## config.mk

```make
export PLATFORM = sky130hd
export DESIGN_NAME = scan_decoder
export DESIGN_NICKNAME = d
export VERILOG_FILES = /design/src/rtl/scan_decoder.sv
export SDC_FILE = /design/constraint.sdc
export NUM_CORES = 1
export LEC_CHECK = 0
export CORE_ASPECT_RATIO = 1.75
export CORE_MARGIN = 2
export CORE_UTILIZATION = 60
export CTS_CLUSTER_DIAMETER = 50
export DETAILED_ROUTE_END_ITERATION = 10
export PLACE_DENSITY = 0.84
export SLEW_MARGIN = 40
export SYNTH_ARGS = -nofsm -noshare
export SYNTH_HDL_FRONTEND = slang
export SYNTH_SLANG_ARGS = --single-unit
```

## constraint.sdc

```tcl
create_clock -name clk -period 6.8 [get_ports clk]
set_input_delay 0.68 -clock clk [delete_from_list [all_inputs] [get_ports clk]]
set_output_delay 0.68 -clock clk [all_outputs]
set_load 0.1 [all_outputs]
```

## src/rtl/scan_decoder.sv

```systemverilog
`default_nettype none
// ============================================================================
// Module      : scan_decoder
// Description : Registered SEL_W-to-2**SEL_W decoder with a two-bit enable
//               and selectable output polarity. DIRECT mode decodes iData
//               with one cycle of latency. SCAN mode steps autonomously
//               through the positions enabled in iMask, one step every
//               TICK_DIV clock cycles. Intended as a digit/row strobe source
//               for multiplexed displays.
// Ports       :
//   clk    - system clock, rising edge
//   rst    - asynchronous, active-high reset
//   iEna   - enable; active only when iEna == 2'b10
//   iMode  - 0 = DIRECT decode, 1 = SCAN
//   iData  - select index used in DIRECT mode
//   iMask  - SCAN participation mask, bit k = 1 enables position k
//   oData  - registered strobes, selected bit active (polarity per ACTIVE_LOW)
//   oIndex - registered index currently driven
//   oValid - 1 when exactly one oData position is active
// Revision    : 1.0 - initial release
// ============================================================================
module scan_decoder #(
   parameter int SEL_W      = 3,
   parameter int TICK_DIV   = 50000,
   parameter int ACTIVE_LOW = 1
) (
   input  logic                  clk,
   input  logic                  rst,
   input  logic [1:0]            iEna,
   input  logic                  iMode,
   input  logic [SEL_W-1:0]      iData,
   input  logic [(2**SEL_W)-1:0] iMask,
   output logic [(2**SEL_W)-1:0] oData,
   output logic [SEL_W-1:0]      oIndex,
   output logic                  oValid
);

   localparam int N_OUT   = 2**SEL_W;
   localparam int PRESC_W = (TICK_DIV > 1) ? $clog2(TICK_DIV) : 1;

   localparam logic [PRESC_W-1:0] PRESC_LAST = PRESC_W'(TICK_DIV - 1);
   // Idle pattern of the strobe vector; XOR with a one-hot gives the active
   // pattern in either polarity.
   localparam logic [N_OUT-1:0]   INACTIVE   = (ACTIVE_LOW != 0) ? {N_OUT{1'b1}} : {N_OUT{1'b0}};
   localparam logic [N_OUT-1:0]   ONE        = N_OUT'(1);

   typedef enum logic [1:0] {
      ST_IDLE   = 2'd0,
      ST_DIRECT = 2'd1,
      ST_SCAN   = 2'd2
   } state_t;

   state_t               state;
   logic [PRESC_W-1:0]   presc;

   logic                 en;
   logic                 step;
   logic                 found;
   logic [SEL_W-1:0]     cand;
   logic [SEL_W-1:0]     first_idx;
   logic [SEL_W-1:0]     next_idx;
   logic [SEL_W-1:0]     scan_idx;

   assign en   = iEna[1] & ~iEna[0];
   assign step = (presc == PRESC_LAST);

   // Lowest set mask bit, used when SCAN is entered. With an empty mask the
   // index parks at 0 and the strobes stay inactive.
   always_comb begin
      first_idx = '0;
      for (int k = N_OUT - 1; k >= 0; k--) begin
         if (iMask[k]) begin
            first_idx = SEL_W'(k);
         end
      end
   end

   // Next set mask bit above oIndex, searched in priority order from
   // oIndex+1 and wrapping. The last candidate (offset N_OUT) is oIndex
   // itself, so a lone set bit holds; an empty mask also holds.
   always_comb begin
      next_idx = oIndex;
      found    = 1'b0;
      cand     = '0;
      for (int off = 1; off <= N_OUT; off++) begin
         cand = oIndex + SEL_W'(off);
         if (!found && iMask[cand]) begin
            next_idx = cand;
            found    = 1'b1;
         end
      end
   end

   always_comb begin
      if (state != ST_SCAN) begin
         scan_idx = first_idx;
      end else if (step) begin
         scan_idx = next_idx;
      end else begin
         scan_idx = oIndex;
      end
   end

   always_ff @(posedge clk or posedge rst) begin
      if (rst) begin
         state  <= ST_IDLE;
         presc  <= '0;
         oIndex <= '0;
         oData  <= INACTIVE;
         oValid <= 1'b0;
      end else if (!en) begin
         // Index and prescaler deliberately hold while disabled.
         state  <= ST_IDLE;
         oData  <= INACTIVE;
         oValid <= 1'b0;
      end else if (!iMode) begin
         state  <= ST_DIRECT;
         presc  <= '0;
         oIndex <= iData;
         oData  <= INACTIVE ^ (ONE << iData);
         oValid <= 1'b1;
      end else begin
         state <= ST_SCAN;
         if ((state != ST_SCAN) || step) begin
            presc <= '0;
         end else begin
            presc <= presc + PRESC_W'(1);
         end
         oIndex <= scan_idx;
         // A cleared mask bit blanks the strobe immediately while the
         // index keeps its dwell until the next step boundary.
         oValid <= iMask[scan_idx];
         oData  <= iMask[scan_idx] ? (INACTIVE ^ (ONE << scan_idx)) : INACTIVE;
      end
   end

endmodule
`default_nettype wire

```

* After elaboration in Yosys (flattened, before gate mapping)
Index checks and enable logic that the tools add are counted.
** Word-level totals
- Register bits after elaboration :: 30
- Bits in latches :: 0
- Memory bits (writable) :: 0
- ROM bits :: 0
- Input port bits :: 16
- Logic and storage cells :: 98
- Memories kept :: 0
** Operators by class
- Add/sub/neg operators :: 8
- Multipliers :: 0
- Divide/modulo/power cells :: 0
- $lt $le $gt $ge :: 9
- Equality and inequality tests :: 2
- Shift-type cells :: 2
- Muxes and demuxes :: 53
- Bitwise logic cells :: 4
- Reductions and logical operators :: 15
** Operators by type and width (count)
- 3-bit 2-to-1 mux :: 19
- 3-bit by 4-bit < comparator with 1-bit output (second input constant) :: 9
- 16-bit 2-to-1 mux :: 2
- 1-bit binary-select mux with 3-bit select :: 9
- 8-bit 2-to-1 mux :: 3
- 1-bit 2-to-1 mux :: 18
- 16-bit by 1-bit adder with 16-bit output (second input constant) :: 1
- 16-bit == test (second input constant) :: 1
- 8-bit NOT :: 2
- 1-bit by 3-bit left shift with 8-bit output (first input constant) :: 2
- 3-bit adder (second input constant) :: 4
- 1-bit logical AND :: 7
- 1-bit logical NOT :: 7
- 3-bit by 2-bit adder with 3-bit output (second input constant) :: 2
- 2-bit 2-to-1 mux :: 2
- 3-bit by 1-bit adder with 3-bit output (second input constant) :: 1
- 2-bit != test (second input constant) :: 1
- 1-bit AND :: 1
- 1-bit logical OR :: 1
- 1-bit NOT :: 1

* Longest topological paths before layout
- Word-level depth :: 32
- Gate-level depth with buffers :: 16
- Gate-level depth less buffers :: 12

* Least setup slack after synthesis
No wires, ideal clock.
- Path kind :: flip-flop to flip-flop
- Start :: reg oIndex[1]
- End :: reg oValid
- Setup time :: 129 ps
- Data arrival time :: 4534 ps
- Required time :: 6671 ps
- Path slack :: 2137 ps
- Stages on the path, launching flop included :: 16
- Path buffers :: 3
- Clock period less this slack :: 4663 ps
- Cells stage by stage :: dfrtp_1 buf_6 clkbuf_1 inv_1 ha_1 buf_6 mux2_2 mux2_4 o221a_4 or3_4 o21a_1 o21ai_1 o21ai_2 mux2_4 o211a_1 o41a_1
** On the way
- Longest elaborated chain between the ends :: 31
- Elaborated cells on any way between the ends :: 58
- Those cells by class :: add/sub (7); mux (37); reduce/logical (14)
** RTL lines
- from (decl) :: line 34 : output logic [SEL_W-1:0] oIndex,
- from (signal assigned) :: line 119 : oIndex <= iData;
- from (signal assigned) :: line 129 : oIndex <= scan_idx;
- 3-bit by 1-bit adder with 3-bit output :: line 86 : cand = oIndex + SEL_W'(off);
- 1-bit binary-select mux with 3-bit select :: line 87 : if (!found && iMask[cand]) begin
- 1-bit 2-to-1 mux (implied by the code) :: line 87
- 1-bit 2-to-1 mux :: line 87
- 1-bit logical NOT :: line 87
- 1-bit logical AND :: line 87
- 1-bit 2-to-1 mux :: line 87
- 1-bit logical NOT :: line 87
- [... 15 more ...]
- 1-bit logical AND :: line 87
- 3-bit 2-to-1 mux :: line 87
- 3-bit 2-to-1 mux (*) :: line 97 : end else if (step) begin
- 3-bit 2-to-1 mux (*) :: line 95 : if (state != ST_SCAN) begin
- 1-bit binary-select mux with 3-bit select (*) :: line 132 : oValid <= iMask[scan_idx];
- 1-bit 2-to-1 mux (implied by the code) (*) :: line 132
- 1-bit 2-to-1 mux (*) :: line 116 : end else if (!iMode) begin
- 1-bit 2-to-1 mux (*) :: line 111 : end else if (!en) begin
- to (signal assigned) :: line 132
- to (decl) :: line 35 : output logic oValid
Every way passes the cells marked *; elsewhere a longest branch is shown, timed or not. The select of a mux whose other input is x is not followed.
A chain may end at the register's enable or synchronous reset.

* Worst setup path after layout
- Start :: reg oIndex[0]
- End :: reg oValid
Same word-level chain as after synthesis.

==> flow_summary.ini <==
[logic_synthesis]
synth_top_area_cell = dfrtp_1
synth_warnings = 0
synthFlopType = dfrtp_1
synth_edf_count = 0
synth.avg_cell_area_um2 = 8.58
synthesis.area_mm2 = 0.00270
ys_top_cells_by_area = dfrtp_1, dfstp_2, mux4_2
synth_seq_area_share = 0.281
ys_async_sr_fraction = 1.00
syn_nets = 334
synth_top_cell_area_share = 0.204
synth.distinct_cells = 59
syn_inst = 315
yosys_register_bits = 30

[route]
avgRoutedWirePerCell_um = 18.6
antenna_left = 0
drc_errors = 0
vias_per_cell = 6.71
drt_iter0_markers = 110
drt_pass1_iterations = 4
vias = 2570
wl_mm = 7.13

[layout]
final_common_cell = nand2_1
final_cell_mix = nand2_1, o21ai_0, dfrtp_1
insertedDiodeCount = 0
fin_util = 0.679
instances_no_fill = 383
areaGrowthSynthToFinish_pct = 9.72
postLayoutCellArea_mm2 = 0.00297
finalNetCount = 350
drive_above_1_share = 0.172

[global_route]
grt-ovfl-total = 0
grt_pass1_vias = 2452
grt_max_degree = 31
grt_pass1_wl_mm = 11.6
antenna_found_initial = 0
grtUsageTotal = 0.310

[sta]
worstMarginPinSlew_ns = 0.729
hold_slack_ns = 0.511
setup_viol = 0
finalHoldViolCount = 0
skew_ns = 0.00512
worst_slack_ns = 2.38
post-route-min-period_ns = 4.42
slew_headroom = 0.513
setup_tns_ns = 0
fin_crit_sh = 0.650
max_freq_mhz = 226
rsz0062_at_grt = no
drv_slew = 0

[clock_tree]
cts_buffers = 5
cts_tree = done
clockRootBuffer = clkbuf_8
clk_path_buf_depth = 2
htree_levels = 2
cts_resized = 0
post_cts_buffers = 0
path_clk_slew_ns = 0.06
cts.sinks = 30
worstSkewPairLatency_ns = 0.28
hold_buffers = 0

[critical_path]
cp_max_fo = 15
crit_buf_inv = 1
cp.depth = 12
crit_type = register to register
crit_chain = clkinv_1, ha_1, mux2_2, mux2_4, o221ai_2, nand2_1, o31ai_1, mux2_2, nand2_1, mux2i_1, nor3_1, o41a_1
crit_family = multiplexers
r2r_cells = 12
start_kind = register
arrival_ns = 4.58
cp_data_required_time_ns = 6.96
crit_path_max_incr_delay_ns = 0.79
cp-end-kind = register
crit_slowest_cell = ha_1

[place]
port_buffers = 27
pre_cts_ws_ns = 2.42
place.gp.congestion = 0.866
dp_cells = 375
postPlaceCellArea_mm2 = 0.00288
post-dp-hpwl_mm = 5.36

[floorplan]
rows = 32
io-pin-count = 28
fp.dieArea_mm2 = 0.00508
fp.dieH_um = 92.8
start_util = 0.619
core-area_mm2 = 0.00436
die_w_um = 54.7

[run]
max_cap_violations = 0

[power_and_ir_drop]
powerDensity_mw_per_mm2 = 209
p_leak_nw = 1.18
ir_drop_v = 0.000171
power_uw = 620

[worst_hold_path]
min_path_cells = 1
hold_class = register to register

[outcome]
status = finished clean
[layout make-up]
type,instances,area (um^2)
tap,51,63.8
multi-input combinational,253,1780
timing repair buffer,30,233
inverter,11,41.3
clock buffer,8,90.1
sequential,30,761
fill,375,1400
[cells by family after synthesis]
family | Yosys count | share of synthesized area
buffers and inverters | 32 | 0.0611
DFF | 30 | 0.281
and+or+nand+nor | 123 | 0.222
muxes | 28 | 0.153
adders and majority gates | 3 | 0.0139
xor gates and xnor gates | 10 | 0.0324
AOI/OAI and AO/OA | 89 | 0.237
[cells in the mapped netlist (all sizes together), types with 5 or more instances]
master   n
inv     10
nor2    18
buf     12
and3     9
nand2b   7
clkbuf   9
a21oi   11
mux4     9
mux2i   12
dfstp    8
a22oi    5
nand2   45
mux2     7
dfrtp   22
nor2b    6
nand3   14
nor3    10
xor2     7
o21ai   36
[flip-flops by register name, summed over array words and instances, names as in the netlist]
signal and flops:
presc 16, oData 8, oIndex 3, state 2, oValid 1
[final timing paths]
check	startpoint	end	slack (ns)
worst min-delay path	presc[9]$_DFFE_PP0P_	presc[9]$_DFFE_PP0P_	0.51
worst min register to register	presc[9]$_DFFE_PP0P_	presc[9]$_DFFE_PP0P_	0.51
worst max register to register	oIndex[0]$_DFFE_PP0P_	oValid$_DFF_PP0_	2.38
worst max-delay path	oIndex[0]$_DFFE_PP0P_	oValid$_DFF_PP0_	2.38
max in group asynchronous	rst	presc[13]$_DFFE_PP0P_	5.60
min in group asynchronous	rst	presc[3]$_DFFE_PP0P_	0.79
[where the power goes]
group / internal (mW) / leakage (nW) / switching [mW] / total (mW)
clock: 0.0824 / 0.0455 / 0.0660 / 0.148
combinational: 0.108 / 0.744 / 0.174 / 0.282
sequential: 0.183 / 0.386 / 0.00679 / 0.190
total: 0.374 / 1.18 / 0.247 / 0.620
[per-layer routing]
layer / up-vias / wire length [um] / global-route usage
met3: 29 / 299 / 0.0452
met2: 104 / 4000 / 0.524
met4: 0 / 305 / 0.196
met1: 1239 / 2530 / 0.340
li1: 1198 / - / -
met5: - / 0 / 0
No activity file was read; power rests on OpenSTA's default activity.
